==> src/rtl/rom_fetch_ctrl.sv <==
// Instruction-fetch sequencer for a synchronous ROM with 1-cycle read latency.
// Prefetches word-aligned addresses into a PC-tagged FIFO; a redirect flushes it and drops the in-flight read.
module rom_fetch_ctrl #(
  parameter int unsigned DEPTH    = 4,
  parameter logic [31:0] RESET_PC = 32'h0000_0000
) (
  input  logic                   clk,
  input  logic                   reset_n,
  output logic                   rom_en,
  output logic [31:0]            rom_addr,
  input  logic [31:0]            rom_data,
  output logic                   instr_valid,
  input  logic                   instr_ready,
  output logic [31:0]            instr_data,
  output logic [31:0]            instr_pc,
  input  logic                   redirect_valid,
  input  logic [31:0]            redirect_pc,
  output logic [$clog2(DEPTH):0] fifo_count
);

  localparam int unsigned   AW      = $clog2(DEPTH);
  localparam logic [AW+1:0] DEPTH_L = (AW+2)'(DEPTH);
  localparam logic [AW-1:0] PTR_ONE = AW'(1);
  localparam logic [AW:0]   CNT_ONE = (AW+1)'(1);

  logic [31:0]   fetch_pc_q, fetch_pc_d;
  logic          inflight_q, inflight_d;
  logic [31:0]   inflight_pc_q, inflight_pc_d;
  logic [AW-1:0] head_q, head_d;
  logic [AW-1:0] tail_q, tail_d;
  logic [AW:0]   count_q, count_d;
  logic [31:0]   data_q [DEPTH];
  logic [31:0]   pc_q   [DEPTH];

  logic [AW+1:0] occupancy_s;
  logic          issue_s;
  logic          pop_s;
  logic          write_s;

  // Space is reserved for the in-flight word, so a same-cycle pop never grants an extra issue.
  always_comb begin
    occupancy_s = {1'b0, count_q} + {{(AW+1){1'b0}}, inflight_q};
    issue_s     = reset_n & ~redirect_valid & (occupancy_s < DEPTH_L);
    pop_s       = instr_valid & instr_ready;
    write_s     = inflight_q & ~redirect_valid;
  end

  assign rom_en      = issue_s;
  assign rom_addr    = fetch_pc_q;
  assign instr_valid = (count_q != {(AW+1){1'b0}}) & ~redirect_valid;
  assign instr_data  = data_q[head_q];
  assign instr_pc    = pc_q[head_q];
  assign fifo_count  = count_q;

  // Next-state: redirect overrides issue, capture and pop.
  always_comb begin
    fetch_pc_d    = fetch_pc_q;
    inflight_d    = issue_s;
    inflight_pc_d = inflight_pc_q;
    head_d        = head_q;
    tail_d        = tail_q;
    count_d       = count_q;
    if (redirect_valid) begin
      fetch_pc_d = redirect_pc & 32'hFFFF_FFFC;
      head_d     = tail_q;
      count_d    = {(AW+1){1'b0}};
    end else begin
      if (issue_s) begin
        fetch_pc_d    = fetch_pc_q + 32'd4;
        inflight_pc_d = fetch_pc_q;
      end else begin
        fetch_pc_d    = fetch_pc_q;
        inflight_pc_d = inflight_pc_q;
      end
      if (write_s) begin
        tail_d = tail_q + PTR_ONE;
      end else begin
        tail_d = tail_q;
      end
      if (pop_s) begin
        head_d = head_q + PTR_ONE;
      end else begin
        head_d = head_q;
      end
      case ({write_s, pop_s})
        2'b10:   count_d = count_q + CNT_ONE;
        2'b01:   count_d = count_q - CNT_ONE;
        default: count_d = count_q;
      endcase
    end
  end

  // State registers and FIFO storage.
  always_ff @(posedge clk or negedge reset_n) begin
    if (!reset_n) begin
      fetch_pc_q    <= RESET_PC;
      inflight_q    <= 1'b0;
      inflight_pc_q <= 32'h0;
      head_q        <= {AW{1'b0}};
      tail_q        <= {AW{1'b0}};
      count_q       <= {(AW+1){1'b0}};
      data_q        <= '{default: 32'h0};
      pc_q          <= '{default: 32'h0};
    end else begin
      fetch_pc_q    <= fetch_pc_d;
      inflight_q    <= inflight_d;
      inflight_pc_q <= inflight_pc_d;
      head_q        <= head_d;
      tail_q        <= tail_d;
      count_q       <= count_d;
      if (write_s) begin
        data_q[tail_q] <= rom_data;
        pc_q[tail_q]   <= inflight_pc_q;
      end
    end
  end

endmodule
==> config.mk <==
export PLATFORM = sky130hd
export DESIGN_NAME = rom_fetch_ctrl
export DESIGN_NICKNAME = d
export VERILOG_FILES = /design/src/rtl/rom_fetch_ctrl.sv
export SDC_FILE = /design/constraint.sdc
export NUM_CORES = 1
export LEC_CHECK = 0
export CAP_MARGIN = 20
export CORE_AREA = 2 2 169 171
export CTS_CLUSTER_DIAMETER = 40
export CTS_CLUSTER_SIZE = 14
export DETAILED_ROUTE_END_ITERATION = 10
export DIE_AREA = 0 0 171 173
export PLACE_DENSITY = 0.86
export SLEW_MARGIN = 20
export SYNTH_ARGS = -nofsm -noshare
export SYNTH_HDL_FRONTEND = slang
export SYNTH_SLANG_ARGS = --single-unit
==> constraint.sdc <==
create_clock -name clk -period 2 [get_ports clk]
set_input_delay 0.3 -clock clk [delete_from_list [all_inputs] [get_ports clk]]
set_output_delay 0.3 -clock clk [all_outputs]
set_load 0.02 [all_outputs]
==> flow_summary.yaml, run 1 <==
timing:
  fin_tns_setup_ps: -14160
  fin_crit_sh_pct: 115.0
  finalHoldViolCount: 0
  skew_ps: 19.22
  layout_setup_ws_ps: -299.6
  finalSetupViolCount: 62
  rsz0062_at_grt: "yes"
  finalMaxSlewViolations: 0
  period_needed_ps: 2300
  slew_headroom_pct: 42.21
  worst_pin_slew_ps: 866.8
  fmax_mhz: 434.9
hold_path:
  hold_path.class: "input pin to flip-flop"
routing:
  first_iter_violations: 647
  drcViolationCount: 0
  drt-total-wl_mm: 33.74
  via_per_inst: 5.715
  wl_per_cell_um: 20.82
  vias: 9264
  ant_nets: 0
  first_pass_iters: 5
logic_synthesis:
  synth.area.top_cells: "dfrtp_1, mux2_2, mux4_2"
  yosysTopAreaCell: "dfrtp_1"
  muxShareOfSynthArea_pct: 29.89
  syn_area_per_cell_um2: 14.22
  netlist_area_um2: 13960
  async_flop_share_pct: 100.0
  synthSimpleGateAreaFrac_pct: 6.568
  synthAdderAreaFrac_pct: 0.5914
  ys_ff_latch: 316
  synth_top_family_by_area: "multiplexers"
  ys_top_cells_by_count: "dfrtp_1, mux2_2, nand2_1, mux4_2, buf_2"
  synthCells: 982
  synth_top_area_share_pct: 56.63
  synthXorXnorAreaFrac_pct: 0.3136
  synth-compound-area-share_pct: 3.584
  synth.most_common_cell: "dfrtp_1"
  synth-edff-count: 0
  yosysWarnings: 0
  synth_cell_types: 48
  yosysSeqAreaShare_pct: 56.63
  synth_ff_type: "dfrtp_1"
power:
  leakage_nw: 8.392
  power_per_cell_area_nw_per_um2: 1566
  finalPower_mw: 28.57
  irDropWorstVdd_uv: 764.7
global_routing:
  track_usage_pct: 23.24
  grt_pass1_vias: 10030
  overflow: 0
  grt_pass1_wl_mm: 54.46
  antenna_found_initial: 0
  grt_max_degree: 129
worst_setup_path:
  slowest_delay_ps: 490
  crit_path_end_kind: "output pin"
  path_cells: "buf_12 > buf_12 > buf_12 > mux4_2 > buf_6"
  critPathLaunchType: "flip-flop"
  worstPathMaxFanout: 6
  crit_top_cell: "buf_12"
  critPathKind: "flip-flop to output pin"
  arrival_ps: 2000
  required_ps: 1700
  slowest_stage: "dfrtp_4"
floorplanning:
  coreArea_um2: 27630
  die_h_um: 173
  fp-row-count: 61
  die_w_um: 171
  dieArea_um2: 29580
  start_util_pct: 50.54
  ioPinCount: 169
status:
  status: "complete, but fails checks"
  violations: "setup timing"
clock_tree:
  cts_buffers: 41
  cts_sinks: 316
  cts_root_buffer: "clkbuf_16"
  htree_levels: 2
  clkLatencyLatePin_ps: 530
  cts_tree: "built"
  clk_pin_slew_worst_paths_ps: 60
  clockBufferDepth: 3
final_layout:
  antenna_cells: 0
  stdcell_count: 1621
  layout-drive-gt1-share_pct: 44.33
  fillCellCount: 1906
  areaGrowthSynthToFinish_pct: 30.60
  post-route-util_pct: 66.00
  final_net_count: 1284
job:
  cap_violations: 0
place:
  place_hpwl_mm: 21.53
  place_congestion: 0.8567
  place_inst: 1533
  portBuffers: 162
[cell families after synthesis]
group	Yosys count
xor gates and xnor gates	5
muxes	309
DFF	316
other	1
and+or+nand+nor	198
buffers and inverters	73
AOI/OAI and AO/OA	74
adders and majority gates	6
[power by group]
group | total (mW) | internal [mW] | switching (mW) | leakage (nW)
logic | 10.6 | 6.06 | 4.54 | 3.74
registers | 10.5 | 8.99 | 1.49 | 3.97
clock network | 7.48 | 4.47 | 3.01 | 0.683
[cell usage in the layout (no fill, tap or decap), drive strengths merged, types with 2 or more instances in the layout]
cell	n
dfrtp	316
mux2	244
buf	144
nand2	129
clkdlybuf4s50	86
mux4	62
clkbuf	47
o21ai	30
inv	22
nor2	18
nand3	15
clkinv	11
nand4	10
o211ai	9
a221o	8
o311ai	7
dlymetal6s2s	7
a21oi	6
xnor2	5
or3	5
ha	5
clkinvlp	5
dlygate4sd2	5
nor3	5
a31oi	4
conb	4
nor4	4
bufinv	3
mux2i	3
and4	2
and3	2
a22oi	2
nor3b	2
nor2b	2
or2	2
and2	2
[per-stage QoR]
stage / area, um2 / hold slack (ps) / worst slack, ps
after floorplan: 13990 / 4.409 / -0.1150
after global placement: 16590 / 419.3 / -191.4
after detailed placement: 16590 / 422.4 / -199.0
after CTS: 18040 / 334.3 / -362.2
after global routing: 18240 / 376.3 / -338.2
final: 18240 / 339.2 / -299.6
[sequential cells by signal, summed over array words and instances, names as in the netlist]
register,count
inflight_pc_q,30
pc_q,120
tail_q,2
fifo_count,3
head_q,2
inflight_q,1
rom_addr,30
data_q,128
[critical path: cells and delay by family (launching register included)]
family,cells,cell delay (ps)
buffers and inverters,4,570
muxes,1,420
DFF,1,490
[metal layers]
metal  track usage, %  part of all wire [%]  up-vias
met5                0                     0        -
met4            8.016                   3.0        0
met3            4.074                   5.9       79
met2            39.01                    51      346
met1            30.55                    40     4755
li1                 -                     -     4084
[cell type report]
cell class	count	area (um2)	area share (%)
sequential	316	7916	43.41
tap	378	473.0	2.593
inverter	11	41.29	0.2264
clock buffer	46	1097	6.017
clock inverter	30	319.1	1.750
timing repair buffer	244	2596	14.24
multi-input combinational	596	5793	31.77
[worst paths after layout]
path,startpoint,to,slack [ps],depth (start not counted)
worst min-delay path,redirect_pc[23],rom_addr[23],340,3
worst min register to register,pc_q[127],pc_q[127],480,2
worst max-delay path,head_q[0],instr_data[25],-300,5
worst max register to register,fifo_count[0],fifo_count[2],90,8
min in group asynchronous,reset_n,data_q[68],490,3
max in group asynchronous,reset_n,data_q[111],760,3
[what timing repair did]
item,CTS,global route
endpoints found under the setup margin,68,74
gates resized for setup,315,75
setup buffers,7,2
pin swaps,0,3
hold endpoints to repair,243,0
cloned,3,1
hold buffers,1,0
(Power assumes the default switching activity.)
==> run 2, diff against run 1 <==
--- a/config.mk
+++ b/config.mk
@@ -6,12 +6,12 @@
 export NUM_CORES = 1
 export LEC_CHECK = 0
 export CAP_MARGIN = 20
-export CORE_AREA = 2 2 169 171
+export CORE_AREA = 2 2 186 133
 export CTS_CLUSTER_DIAMETER = 40
 export CTS_CLUSTER_SIZE = 14
 export DETAILED_ROUTE_END_ITERATION = 10
-export DIE_AREA = 0 0 171 173
-export PLACE_DENSITY = 0.86
+export DIE_AREA = 0 0 188 135
+export PLACE_DENSITY = 0.94
 export SLEW_MARGIN = 20
 export SYNTH_ARGS = -nofsm -noshare
 export SYNTH_HDL_FRONTEND = slang
==> constraint.sdc (replaced) <==
create_clock -name clk -period 2.95 [get_ports clk]
set_input_delay 0.4425 -clock clk [delete_from_list [all_inputs] [get_ports clk]]
set_output_delay 0.4425 -clock clk [all_outputs]
set_load 0.02 [all_outputs]
==> flow_summary.yaml, run 2 (synthesis gave the netlist of run 1 again) <==
worst_setup_path:
  required_ps: 2510
  slowest_delay_ps: 590
  arrival_ps: 2390
  worstPathMaxFanout: 29
  crit_path_end_kind: "output pin"
  crit_start: "head_q[0]"
  path_cells: "buf_16 > mux4_2 > clkdlybuf4s50_1"
  critPathKind: "flip-flop to output pin"
  critPathLaunchType: "flip-flop"
  worstReg2RegStart: "rom_addr[2]"
  slowest_stage: "mux4_2"
timing:
  finalMaxSlewViolations: 0
  skew_ps: 26.29
  fin_tns_setup_ps: 0
  finalHoldViolCount: 0
  fin_crit_sh_pct: 96.10
  hold_ws_ps: 345.5
  worst_pin_slew_ps: 869.1
  period_needed_ps: 2835
  fmax_mhz: 352.7
  rsz0062_at_grt: "no"
  layout_setup_ws_ps: 115.0
  slew_headroom_pct: 41.85
  finalSetupViolCount: 0
hold_path:
  hold_path.class: "input pin to async pin"
global_routing:
  overflow: 0
  antenna_found_initial: 0
  grtUsageMet1_pct: 37.07
  grtUsageMet2_pct: 43.60
  use_met3_pct: 6.341
  busiest_layer: "met2"
  grt_pass1_wl_mm: 53.51
  track_usage_pct: 26.96
  grt_max_degree: 168
  grt_pass1_vias: 9770
place:
  dp_slack_ps: 228.5
  portBuffers: 162
  place_hpwl_mm: 21.15
  place_congestion: 0.8518
clock_tree:
  clk_pin_slew_worst_paths_ps: 60
  cts_sinks: 316
  clockBufferDepth: 3
  cts_root_buffer: "clkbuf_16"
  cts_tree: "built"
  htree_levels: 2
  clkLatencyLatePin_ps: 510
  cts_buffers: 34
routing:
  first_pass_iters: 5
  wl_per_cell_um: 22.27
  first_iter_violations: 808
  drt-total-wl_mm: 33.23
  via_per_inst: 6.139
  ant_nets: 0
  vias: 9160
  drcViolationCount: 0
floorplanning:
  ioPinCount: 169
  start_util_pct: 59.51
  die_h_um: 135
  die_w_um: 188
  coreArea_um2: 23460
  fp-row-count: 47
  dieArea_um2: 25380
final_layout:
  antenna_cells: 0
  regMostFlops: "data_q"
  largest_reg_flops: 128
  top_regs: "data_q: 128 flops, pc_q: 120 flops"
  layout_commonest_cell: "dfrtp_1"
  areaGrowthSynthToFinish_pct: 23.55
  post-route-util_pct: 73.52
  layout-drive-gt1-share_pct: 34.75
  layout_common_cells: "dfrtp_1, mux2_2, clkdlybuf4s50_1"
  final_net_count: 1225
power:
  irDropWorstVdd_uv: 660.9
  leakage_nw: 7.701
  power_per_cell_area_nw_per_um2: 1050
  finalPower_mw: 18.11
status:
  status: "complete, no violations"
job:
  cap_violations: 0
-- run 2: final timing paths --
kind | end | slack (ps) | depth (start not counted)
hold reg to reg | data_q[57] | 500 | 1
min in group clk | data_q[57] | 500 | 1
setup reg to reg | rom_addr[30] | 650 | 6
setup / recovery | instr_pc[5] | 120 | 3
hold / removal | data_q[71] | 350 | 2
max in group asynchronous | data_q[57] | 1050 | 4
-- run 2: layer usage --
metal / vias to the layer above / routed length (um)
li1: 3931 / -
met1: 4768 / 13690
met2: 388 / 16340
met3: 73 / 2424
met4: 0 / 773
met5: - / 0
-- run 2: power breakdown --
part / internal [mW] / total (mW) / switching, mW
Sequential: 6.10 / 7.20 / 1.11
Clock: 2.48 / 4.24 / 1.76
Combinational: 3.82 / 6.67 / 2.86
Total: 12.4 / 18.1 / 5.72
-- run 2: final cells by class --
cell class	count	area, um2
Clock buffer	43	945.9
Sequential cell	316	7915
Tap cell	318	397.9
Fill cell	1415	6212
Inverter	11	41.29
Multi-Input combinational cell	596	5768
Clock inverter	16	167.7
Timing Repair Buffer	192	2016
-- run 2: metrics by stage --
step           instance area (um2)  std cells
4_1_cts                      17240       1491
2_1_floorplan                13970        985
5_1_grt                      17250       1492
6_report                     17250       1492
3_3_place_gp                 16100       1430
3_5_place_dp                 16100       1430
-- run 2: critical path: cells and delay by family (launching register included) --
family / cells / cell delay (ps)
mux: 1 / 590
flops: 1 / 470
buf+inv: 2 / 820
-- run 2: what timing repair did --
action	in CTS	in global routing
setup endpoints to repair	53	2
setup buffers	1	1
endpoints found under the hold margin	6	0
gates resized for setup	1	0
hold buffers	1	0
==> run 3, diff against run 2 <==
--- a/config.mk
+++ b/config.mk
@@ -7,10 +7,11 @@
 export LEC_CHECK = 0
 export CAP_MARGIN = 20
 export CORE_AREA = 2 2 186 133
-export CTS_CLUSTER_DIAMETER = 40
+export CTS_CLUSTER_DIAMETER = 60
 export CTS_CLUSTER_SIZE = 14
 export DETAILED_ROUTE_END_ITERATION = 10
 export DIE_AREA = 0 0 188 135
+export GPL_ROUTABILITY_DRIVEN = 1
 export PLACE_DENSITY = 0.94
 export SLEW_MARGIN = 20
 export SYNTH_ARGS = -nofsm -noshare
==> flow_summary.yaml, run 3 (synthesis gave the netlist of run 1 again) <==
routing:
  first_iter_violations: 676
  drcViolationCount: 0
  first_pass_iters: 7
  ant_nets: 0
  wl_per_cell_um: 22.16
  via_per_inst: 6.170
  drt-total-wl_mm: 32.42
  vias: 9026
global_routing:
  antenna_found_initial: 1
  grt_pass1_wl_mm: 52.47
  track_usage_pct: 26.20
  overflow: 0
  grt_pass1_vias: 9773
  grt_max_degree: 168
timing:
  period_needed_ps: 2871
  skew_ps: 11.91
  hold_ws_ps: 315.5
  worst_pin_slew_ps: 882.4
  fmax_mhz: 348.3
  rsz0062_at_grt: "no"
  slew_headroom_pct: 40.96
  finalSetupViolCount: 0
  fin_crit_sh_pct: 97.33
  fin_tns_setup_ps: 0
  finalMaxSlewViolations: 0
  finalHoldViolCount: 0
  layout_setup_ws_ps: 78.87
floorplanning:
  fp-row-count: 47
  start_util_pct: 59.51
  ioPinCount: 169
  die_w_um: 188
  die_h_um: 135
  coreArea_um2: 23460
  dieArea_um2: 25380
final_layout:
  post-route-util_pct: 71.73
  layout-drive-gt1-share_pct: 33.28
  top_regs: "data_q: 128 flops, pc_q: 120 flops"
  layout_common_cells: "dfrtp_1, mux2_2, clkdlybuf4s50_1"
  antenna_cells: 0
  layout_commonest_cell: "dfrtp_1"
  areaGrowthSynthToFinish_pct: 20.54
  final_net_count: 1217
  stdcell_count: 1463
  fin_area_um2: 16830
  regMostFlops: "data_q"
  largest_reg_flops: 128
worst_setup_path:
  critPathLaunchType: "flip-flop"
  required_ps: 2510
  critPathKind: "flip-flop to output pin"
  r2r_end: "rom_addr[18]"
  crit_path_end_kind: "output pin"
  worstPathMaxFanout: 28
  worstReg2RegStart: "rom_addr[2]"
  arrival_ps: 2430
  r2r_cells: 6
  reg2reg_slack_ps: 650
clock_tree:
  clockBufferDepth: 3
  clk_pin_slew_worst_paths_ps: 70
  cts_tree: "built"
  cts_sinks: 316
  htree_levels: 1
  cts_buffers: 26
  cts_root_buffer: "clkbuf_16"
  clkLatencyLatePin_ps: 530
place:
  place_congestion: 0.8518
  place_area_um2: 16100
  place_inst: 1430
  portBuffers: 162
  place_hpwl_mm: 21.15
  dp_slack_ps: 228.5
power:
  leakage_nw: 7.516
  irDropWorstVdd_uv: 615.8
  power_per_cell_area_nw_per_um2: 1003
  finalPower_mw: 16.89
job:
  cap_violations: 0
status:
  status: "complete, no violations"
hold_path:
  hold_path.class: "input pin to async pin"
[run 3: cell count changes in the layout (fill, tap and decap cells not counted), moves of 2 or more]
cell / change
bufinv_16: -2
clkinv_2: -3
clkinvlp_4: -4
inv_6: -4
clkbuf_1: -2
clkbuf_8: -4
clkbuf_16: -8
[run 3: report_power, final]
| group | internal (mW) | switching, mW | leakage (nW) |
|---|---|---|---|
| Sequential | 6.09 | 1.09 | 3.97 |
| Combinational | 3.81 | 2.83 | 3.21 |
| Clock | 1.62 | 1.45 | 0.335 |
| Total | 11.5 | 5.37 | 7.52 |
[run 3: how the worst max path moves through the flow]
| stage | start | endpoint |
|---|---|---|
| CTS | head_q[1] | instr_pc[18] |
| global route | head_q[0] | instr_pc[30] |
| finish | head_q[0] | instr_data[23] |
| global placement | redirect_valid | rom_addr[5] |
| detailed placement | redirect_valid | rom_addr[16] |
| floorplan | fifo_count[0] | fifo_count[2] |
[run 3: what timing repair did]
| item | in CTS | in global routing |
|---|---|---|
| pin swaps | 0 | 0 |
| endpoints found under the hold margin | 6 | 0 |
| hold buffers | 1 | 0 |
| cloned | 0 | 0 |
| setup buffers | 1 | 1 |
| resized for setup | 1 | 1 |
| endpoints found under the setup margin | 54 | 12 |
[run 3: worst max-delay path, cell delays in order (launching register included)]
cell             delay [ps]
dfrtp_4                 480
buf_12                  250
mux4_2                  570
clkdlybuf4s50_1         580
[run 3: layer usage]
metal / up-vias / routed length, um / track usage, %
met3: 72 / 2454 / 6.081
met5: - / 13 / 0
met4: 2 / 841 / 8.399
li1: 3885 / - / -
met1: 4698 / 13130 / 35.65
met2: 369 / 15980 / 42.54
[run 3: layout make-up]
class | count | area [um2]
Timing Repair Buffer | 192 | 2018
Multi-Input combinational cell | 596 | 5768
Inverter | 11 | 41.29
Tap cell | 318 | 397.9
Fill cell | 1480 | 6633
Clock buffer | 29 | 683.2
Sequential cell | 316 | 7915
Clock inverter | 1 | 7.507
